`config.mk`:
```
export PLATFORM = sky130hd
export DESIGN_NAME = serial_add_ctrl
export DESIGN_NICKNAME = d
export VERILOG_FILES = /design/src/rtl/serial_add_ctrl.sv
export SDC_FILE = /design/constraint.sdc
export NUM_CORES = 1
export LEC_CHECK = 0
export ABC_AREA = 0
export BUFFER_PORTS_ARGS = -buffer_cell sky130_fd_sc_hd__buf_2
export CAP_MARGIN = 20
export CORE_UTILIZATION = 53
export CTS_CLUSTER_SIZE = 24
export DETAILED_ROUTE_END_ITERATION = 16
export HOLD_SLACK_MARGIN = 0.06
export PLACE_DENSITY = 0.78
export RECOVER_POWER = 25
export SETUP_SLACK_MARGIN = 0.5
export SYNTH_ARGS = -nofsm -noshare
export SYNTH_HDL_FRONTEND = slang
export SYNTH_SLANG_ARGS = --single-unit
```
`constraint.sdc`:
```
create_clock -name clk -period 1.74 [get_ports clk]
set_clock_uncertainty 0.1 [all_clocks]
set_input_delay 0.261 -clock clk [delete_from_list [all_inputs] [get_ports clk]]
set_output_delay 0.261 -clock clk [all_outputs]
set_load 0.02 [all_outputs]
```
`src/rtl/serial_add_ctrl.sv`:
```
// Bit-serial adder controller: time-shares one external full adder across
// WIDTH bits, LSB first, with the carry recirculated through a register.
module serial_add_ctrl #(
    parameter int WIDTH = 8
) (
    input  logic             clk,
    input  logic             rst_n,
    input  logic             start,
    input  logic [WIDTH-1:0] a_in,
    input  logic [WIDTH-1:0] b_in,
    input  logic             cin_in,
    output logic             busy,
    output logic             done,
    output logic [WIDTH-1:0] sum_out,
    output logic             cout_out,
    output logic             fa_a,
    output logic             fa_b,
    output logic             fa_cin,
    input  logic             fa_sum,
    input  logic             fa_cout
);

    localparam int CW = $clog2(WIDTH + 1);
    localparam logic [CW-1:0] CNT_LAST = CW'(WIDTH - 1);

    localparam logic [1:0] ST_IDLE = 2'd0;
    localparam logic [1:0] ST_RUN  = 2'd1;
    localparam logic [1:0] ST_DONE = 2'd2;

    logic [1:0]       state_q, state_d;
    logic [WIDTH-1:0] sh_a_q, sh_a_d;
    logic [WIDTH-1:0] sh_b_q, sh_b_d;
    logic [WIDTH-1:0] sh_s_q, sh_s_d;
    logic             carry_q, carry_d;
    logic [CW-1:0]    cnt_q, cnt_d;
    logic [WIDTH-1:0] sum_q, sum_d;
    logic             cout_q, cout_d;
    logic [WIDTH-1:0] sh_s_next;

    // New sum bit enters at the MSB; written as a shift of the concatenation
    // so it stays legal when WIDTH is 1.
    assign sh_s_next = WIDTH'({fa_sum, sh_s_q} >> 1);

    always_comb begin
        // NOTE: every signal gets a default here so no path leaves one unassigned (no latches).
        state_d = state_q;
        sh_a_d  = sh_a_q;
        sh_b_d  = sh_b_q;
        sh_s_d  = sh_s_q;
        carry_d = carry_q;
        cnt_d   = cnt_q;
        sum_d   = sum_q;
        cout_d  = cout_q;
        fa_a    = 1'b0;
        fa_b    = 1'b0;
        fa_cin  = 1'b0;

        case (state_q)
            ST_IDLE: begin
                if (start) begin
                    sh_a_d  = a_in;
                    sh_b_d  = b_in;
                    carry_d = cin_in;
                    cnt_d   = '0;
                    sh_s_d  = '0;
                    state_d = ST_RUN;
                end
            end
            ST_RUN: begin
                fa_a    = sh_a_q[0];
                fa_b    = sh_b_q[0];
                fa_cin  = carry_q;
                sh_a_d  = sh_a_q >> 1;
                sh_b_d  = sh_b_q >> 1;
                sh_s_d  = sh_s_next;
                carry_d = fa_cout;
                cnt_d   = cnt_q + CW'(1);
                if (cnt_q == CNT_LAST) begin
                    sum_d   = sh_s_next;
                    cout_d  = fa_cout;
                    state_d = ST_DONE;
                end
            end
            ST_DONE: state_d = ST_IDLE;
            default: state_d = ST_IDLE;
        endcase
    end

    // NOTE: state registers use non-blocking assignments so all flops update together.
    always_ff @(posedge clk) begin
        if (!rst_n) begin
            state_q <= ST_IDLE;
            sh_a_q  <= '0;
            sh_b_q  <= '0;
            sh_s_q  <= '0;
            carry_q <= 1'b0;
            cnt_q   <= '0;
            sum_q   <= '0;
            cout_q  <= 1'b0;
        end else begin
            state_q <= state_d;
            sh_a_q  <= sh_a_d;
            sh_b_q  <= sh_b_d;
            sh_s_q  <= sh_s_d;
            carry_q <= carry_d;
            cnt_q   <= cnt_d;
            sum_q   <= sum_d;
            cout_q  <= cout_d;
        end
    end

    assign busy     = (state_q != ST_IDLE);
    assign done     = (state_q == ST_DONE);
    assign sum_out  = sum_q;
    assign cout_out = cout_q;

endmodule

```
==> results of run 1 <==
==> worst paths after layout <==
path | startpoint | to | slack, ps | cells past startpoint
setup reg to reg | state_q[0] | sum_out[0] | 160 | 5
hold / removal | fa_cout | cout_out | 70 | 3
hold reg to reg | sum_out[3] | sum_out[3] | 370 | 2
setup / recovery | state_q[0] | fa_cin | 150 | 3
==> cell families after synthesis <==
family / after synthesis / synth area share [%]
buf+inv: 17 / 5.96
mux: 9 / 5.36
compound gates: 62 / 24.6
flops: 39 / 46.5
simple gates: 56 / 16.9
fa+ha+maj: 1 / 0.744
==> worst max-delay path: stages (launching register included) <==
cell and delay [ps]:
dfxtp_4 390, nor2b_4 210, and2_4 170, buf_6 110
==> registers in the layout (all words and copies together) (netlist names) <==
| signal | count |
|---|---|
| carry_q | 1 |
| cnt_q | 4 |
| cout_out | 1 |
| sh_a_q | 8 |
| sh_b_q | 8 |
| sh_s_q | 7 |
| state_q | 2 |
| sum_out | 8 |
==> layout make-up <==
cell class / instances / area [um^2] / share of cell area (%)
Sequential cell: 39 / 791 / 32.1
Clock inverter: 2 / 35.0 / 1.42
Timing Repair Buffer: 54 / 427 / 17.3
Clock buffer: 6 / 51.3 / 2.08
Inverter: 3 / 16.3 / 0.661
Tap cell: 44 / 55.1 / 2.24
Multi-Input combinational cell: 130 / 1090 / 44.2
==> what timing repair did <==
action	CTS	global route
pin swaps	12	16
buffers inserted	8	1
setup endpoints to repair	36	52
endpoints found under the hold margin	1	0
hold buffers	1	0
gates cloned	3	2
resized for setup	45	70
==> power groups by stage <==
stage | sequential, mW | clock, mW | combinational [mW]
after floorplan | 0.969 | 0 | 0.147
after global placement | 0.976 | 0 | 0.187
after detailed placement | 0.979 | 0 | 0.192
after CTS | 0.957 | 0.648 | 0.265
after global routing | 0.973 | 0.691 | 0.363
final | 0.969 | 0.647 | 0.344
==> metrics by stage <==
step,cells,setup slack [ps],power [mW],hold slack [ps]
final,278,154,1.96,66.7
after global routing,278,108,2.03,74.4
after CTS,275,177,1.87,60.7
after detailed placement,255,320,1.17,343
after global placement,255,377,1.16,340
after floorplan,184,481,1.12,303
==> layout by cell type (no fill, tap or decap), drive strengths merged <==
master,instances
inv,3
o311a,1
nand3b,1
a21oi,15
o211ai,1
nand4,1
o21bai,1
o21ba,3
a22oi,8
nor4,1
clkbuf,8
dfxtp,39
o21ai,15
bufinv,1
ha,1
a21boi,1
buf,51
nand2,23
o22ai,5
o211a,1
a32oi,2
nand2b,1
mux2i,9
clkinv,1
nor2,12
and2,4
o32a,1
nand3,2
dlygate4sd3,1
nor2b,11
o2bb2ai,10
==> routing by layer <==
| metal | track usage, % | vias to the layer above |
|---|---|---|
| li1 | - | 763 |
| met1 | 34.5 | 820 |
| met2 | 45.8 | 83 |
| met3 | 5.27 | 19 |
| met4 | 11.2 | 0 |
| met5 | 0 | - |
==> results.cfg, run 1 <==
[logic_synthesis]
synth.avg_cell_area_um2 = 9.13
synth.distinct_cells = 31
ys_seq_elements = 39
yosysTopAreaCell = dfxtp_1
yosysTopAreaCellShare_pct = 46.5
syn_inst = 184
ys_async_sr_fraction_pct = 0
syn_area_mm2 = 0.00168
ys_seq_area_share_pct = 46.5
ys_warn_count = 0
ys.flop_type = dfxtp_1
synth_nets = 207
synth_area_leaders = dfxtp_1 (46%), mux2i_1 (5.4%), o2bb2ai_1 (5.2%)
synth_most_common_cell = dfxtp_1
yosys-top-cells-count = dfxtp_1 (39), nand2_1 (23), a21oi_1 (15), o21ai_0 (15), nor2_1 (12)
synth_edf_count = 0

[placed_design]
placed_area_mm2 = 0.00189
gp_congestion = 0.767
place.detailed.hpwl_um = 2410
numPortBuffers = 35

[timing]
final-setup-viol-count = 0
period_share_pct = 91.1
tightest_slew_ps = 538
hold_viol_final = 0
fmax_mhz = 631
slew_headroom_pct = 64.1
rsz0062_at_grt = yes
slew_violations = 0
period_needed_ps = 1590
fin_setup_tns_ps = 0

[clock_network]
clk_latency_ps = 350
cts_root_buf = clkbuf_4
clkSlewWorstSetupHoldPaths_ps = 120
cts_buffers = 5
cts_buffer_depth = 2
cts_tree = yes
h-tree-depth = 2
cts_num_sinks = 39

[final_layout]
areaGrowthSynthToFinish_pct = 46.5
fin_util_pct = 81.3
n_antenna_cell = 0
fin_area_mm2 = 0.00246
fillCellCount = 185
fin_nets = 256
drive_gt1_share_pct = 50.0

[critical_path]
arrival_ps = 1220
end_kind = primary output
cp.required_ps = 1380
crit_path_start_kind = flop
critPathKind = flop to primary output
crit_fanout = 5

[routing]
vias_per_cell = 6.06
highest_layer = met4
wl_met3_um = 379
dr.pass1.iters = 4
drt_iter0_markers = 48
met2_length_um = 2640
route.detailed.drc = 0
num_vias = 1685
post_drt_wl_per_cell_um = 18.8
wl_met1_um = 2070
drtAntennaViolNets = 0
wl_um = 5220

[power_and_ir_drop]
seq_power_share_pct = 49.5
power.net_switching_mw = 0.525
clkPwrFrac_pct = 33.0
vdd_ir_drop_max_v = 0.000794
power_density_mw_per_mm2 = 796
swShare_pct = 26.8
power_leakage_nw = 0.922
p_int_mw = 1.43
combPwrFrac_pct = 17.5

[global_routing]
antenna_found_initial = 0
grt.overflow.total = 0
grt_pass1_wl_um = 7050
grtUsageTotal_pct = 27.3
grt_start_max_net_pins = 29
first_global_vias = 1580

[die]
start_util_pct = 55.5
rows = 20
die_h_um = 58.3
design.die.area_mm2 = 0.00340
pin_count = 36
core_area_mm2 = 0.00303
die_x_um = 58.3

[run_status]
status = finished clean

[job]
cap_violations = 0

[hold_path]
hold_class = primary input to flop
No activity file was read; power rests on OpenSTA's default activity.
==> run 2: changes to the inputs <==
PLACE_DENSITY = not set   (was 0.78)
PLACE_DENSITY_LB_ADDON = 0.05   (was not set)
==> results.cfg, run 2 (synthesized netlist as in run 1, its figures left out) <==
[clock_network]
cts_root_buf = clkbuf_4
clk_latency_ps = 340
cts_buffer_depth = 2
h-tree-depth = 2
cts_tree = yes
cts_buffers = 5
clkSlewWorstSetupHoldPaths_ps = 110
cts_hold_buf = 0
cts_num_sinks = 39

[final_layout]
mostFrequentLayoutCell = dfxtp_1
layout.cells.non_filler = 280
final_cell_mix = dfxtp_1 (35), nand2_1 (21), buf_2 (21)
fillCellCount = 211
multiInputGateArea_mm2 = 0.00105
drive_gt1_share_pct = 45.8
fin_area_mm2 = 0.00237
areaGrowthSynthToFinish_pct = 41.3
regArea_um2 = 791
fin_nets = 258
n_antenna_cell = 0

[timing]
rsz0062_at_grt = yes
period_share_pct = 92.0
final-setup-viol-count = 0
slew_violations = 0
period_needed_ps = 1600
fin_setup_tns_ps = 0
slew_headroom_pct = 68.9
tightest_slew_ps = 467
fmax_mhz = 625
hold_viol_final = 0
fin_ws_ps = 140

[critical_path]
arrival_ps = 1240
end_kind = primary output
crit_fanout = 5
crit_path_start_kind = flop
critPathKind = flop to primary output
cp.required_ps = 1380

[routing]
post_drt_wl_per_cell_um = 15.9
route.detailed.drc = 0
drtAntennaViolNets = 0
vias_per_cell = 5.63
wl_um = 4440
dr.pass1.iters = 4
drt_iter0_markers = 105
num_vias = 1575

[placed_design]
place.detailed.hpwl_um = 2350
numPortBuffers = 35
dp.cells = 255
gp_congestion = 0.719
preCtsSetupSlack_ps = 267
placed_area_mm2 = 0.00191

[power_and_ir_drop]
power_density_mw_per_mm2 = 722
vdd_ir_drop_max_v = 0.000546
power_leakage_nw = 0.889

[global_routing]
grt.overflow.total = 0
grt_start_max_net_pins = 51
antenna_found_initial = 0
grt_pass1_wl_um = 6190
grtUsageTotal_pct = 24.5
first_global_vias = 1340

[die]
pin_count = 36
die_h_um = 58.3
design.die.area_mm2 = 0.00340
die_x_um = 58.3
core_area_mm2 = 0.00303
start_util_pct = 55.5
rows = 20

[job]
cap_violations = 0

[run_status]
status = finished clean

[hold_path]
hold_class = primary input to flop
## run 2: per-stage QoR
| step | utilization (%) | hold slack (ps) | power [mW] |
|---|---|---|---|
| floorplan | - | 303 | 1.12 |
| CTS | 69.5 | 72.1 | 1.63 |
| detailed placement | 63.0 | 345 | 1.18 |
| global placement | 63.0 | 340 | 1.17 |
| global route | 78.4 | 58.8 | 1.79 |
| finish | 78.4 | 76.7 | 1.71 |
## run 2: routing by layer
metal	track usage, %	part of all wire (%)	vias up
li1	-	-	758
met1	33.9	44	757
met2	36.9	49	55
met3	5.71	5.3	5
met4	9.86	0.95	0
met5	0	0	-
## run 2: final timing paths
path	startpoint	endpoint	slack, ps	cells after the start
worst max-delay path	state_q[0]	done	140	4
worst min-delay path	fa_sum	sum_out[7]	80	3
worst max register to register	state_q[0]	sum_out[4]	230	5
worst min register to register	sum_out[5]	sum_out[5]	370	2
## run 2: where the power goes
| group | switching, mW | internal (mW) | leakage, nW |
|---|---|---|---|
| registers | 0.0300 | 0.931 | 0.321 |
| clock network | 0.276 | 0.157 | 0.0293 |
| logic | 0.163 | 0.155 | 0.539 |
## run 2: final cells by class
class,instances,share of cell area [%]
Clock buffer,7,1.90
Sequential cell,39,33.3
Clock inverter,1,0.211
Tap cell,44,2.32
Timing Repair Buffer,57,17.8
Inverter,3,0.474
Multi-Input combinational cell,129,44.0
## run 2: repair_timing
action	4_1_cts	5_1_grt
setup buffers	7	7
cloned	1	2
gates resized for setup	23	67
pin swaps	11	15
hold endpoints to repair	0	0
endpoints found under the setup margin	35	49
## run 2: critical path: stages, from the launching register on
cell	delay, ps
dfxtp_4	380
buf_4	150
buf_8	120
nor2_4	120
buf_6	120
==> run 3: changes to the inputs <==
clock period = 1.7 ns   (was 1.74 ns; I/O delays follow)
==> results.cfg, run 3 (synthesized netlist as in run 1, its figures left out) <==
[critical_path]
cp.required_ps = 1340
critPathKind = flop to primary output
reg2reg_setup_slack_ps = 160
arrival_ps = 1220
r2r_start = state_q[0]
crit_fanout = 5
crit_path_start_kind = flop
worst_r2r_path_depth = 5
r2r-end = sum_out[3]
end_kind = primary output

[routing]
wl_um = 3700
num_vias = 1546
drtAntennaViolNets = 0
dr.pass1.iters = 4
post_drt_wl_per_cell_um = 13.3
vias_per_cell = 5.58
drt_iter0_markers = 80
route.detailed.drc = 0

[clock_network]
clk_latency_ps = 340
cts_buffer_depth = 2
cts_tree = yes
cts_buffers = 5
h-tree-depth = 2
cts_num_sinks = 39
clkSlewWorstSetupHoldPaths_ps = 120
cts_root_buf = clkbuf_4

[global_routing]
grt_pass1_wl_um = 6130
grt_start_max_net_pins = 26
grt.overflow.total = 0
grtUsageTotal_pct = 23.3
first_global_vias = 1369
antenna_found_initial = 0

[placed_design]
placed_area_mm2 = 0.00190
gp_congestion = 0.722
place.detailed.hpwl_um = 2300
numPortBuffers = 35

[final_layout]
drive_gt1_share_pct = 32.6
fin_nets = 255
fin_area_mm2 = 0.00218
regArea_um2 = 787
final_cell_mix = dfxtp_1 (36), nand2_1 (22), buf_2 (21)
multiInputGateArea_um2 = 827
areaGrowthSynthToFinish_pct = 29.9
n_antenna_cell = 0
fillCellCount = 244
mostFrequentLayoutCell = dfxtp_1

[die]
pin_count = 36
core_area_mm2 = 0.00303
die_x_um = 58.3
die_h_um = 58.3
rows = 20
design.die.area_mm2 = 0.00340
start_util_pct = 55.5

[timing]
rsz0062_at_grt = yes
period_needed_ps = 1570
hold_viol_final = 0
slew_headroom_pct = 75.2
slew_violations = 0
tightest_slew_ps = 372
final-setup-viol-count = 0
period_share_pct = 92.5
fmax_mhz = 636
fin_setup_tns_ps = 0

[hold_path]
hold_depth = 3
worstHoldStart = cin_in
min_to = carry_q
hold_class = primary input to flop

[power_and_ir_drop]
vdd_ir_drop_max_v = 0.000691
power_density_mw_per_mm2 = 805
power_leakage_nw = 0.848

[run_status]
status = finished clean

[job]
cap_violations = 0
## run 3: cell count changes in the layout (fill, tap and decap cells not counted), sizes merged
cell	before	now
dlygate4sd3	0	2
o21ba	2	1
clkinvlp	0	1
clkinv	1	0
buf	50	53
clkbuf	14	7
## run 3: worst max-delay path: stages, from the launching register on
cell     delay, ps
dfxtp_1        380
nor2b_4        230
and2_4         170
buf_6          110
## run 3: how the worst max path moves through the flow
stage | from | endpoint | slack, ps | cells past startpoint
2_1_floorplan | state_q[0] | fa_a | 450 | 4
3_3_place_gp | state_q[0] | cout_out | 250 | 4
3_5_place_dp | state_q[0] | sum_out[1] | 180 | 4
4_1_cts | state_q[1] | fa_a | 150 | 3
5_1_grt | state_q[0] | fa_b | 80 | 3
6_report | state_q[0] | fa_a | 130 | 3
## run 3: routing by layer
metal	track usage (%)	share of wire [%]	up-vias	wire length, um
met5	0	0	-	0
met4	8.16	1.3	0	47
met3	5.05	4.7	8	175
met2	33.7	44	46	1640
met1	34.2	50	738	1840
li1	-	-	754	-
## run 3: layout make-up
| class | instances | area share, % |
|---|---|---|
| multi-input cells | 128 | 37.9 |
| flip-flops and latches | 39 | 36.0 |
| repair buffers | 55 | 19.5 |
| clock buffers | 7 | 2.98 |
| well taps | 44 | 2.52 |
| inverters | 3 | 0.745 |
| clock inverters | 1 | 0.344 |
## run 3: through the flow
step	hold WS, ps	instances	util [%]	setup WS, ps	power [mW]
global route	111	277	72.1	82.1	1.84
floorplan	297	184	-	447	1.14
CTS	98.2	274	70.4	151	1.76
finish	104	277	72.1	127	1.76
detailed placement	348	256	62.8	175	1.20
global placement	340	256	62.8	247	1.19
## run 3: repair_timing
action                                  CTS  global route
gates resized for setup                  32            17
cloned                                    1             1
endpoints found under the setup margin   51            53
pin swaps                                 3             2
hold buffers                              2             0
setup buffers                             7             2
hold endpoints to repair                  2             0
## run 3: power by group
group          total [mW]  switching, mW  internal [mW]
Combinational       0.233          0.122          0.112
Sequential          0.978         0.0238          0.954
Clock               0.546          0.304          0.242
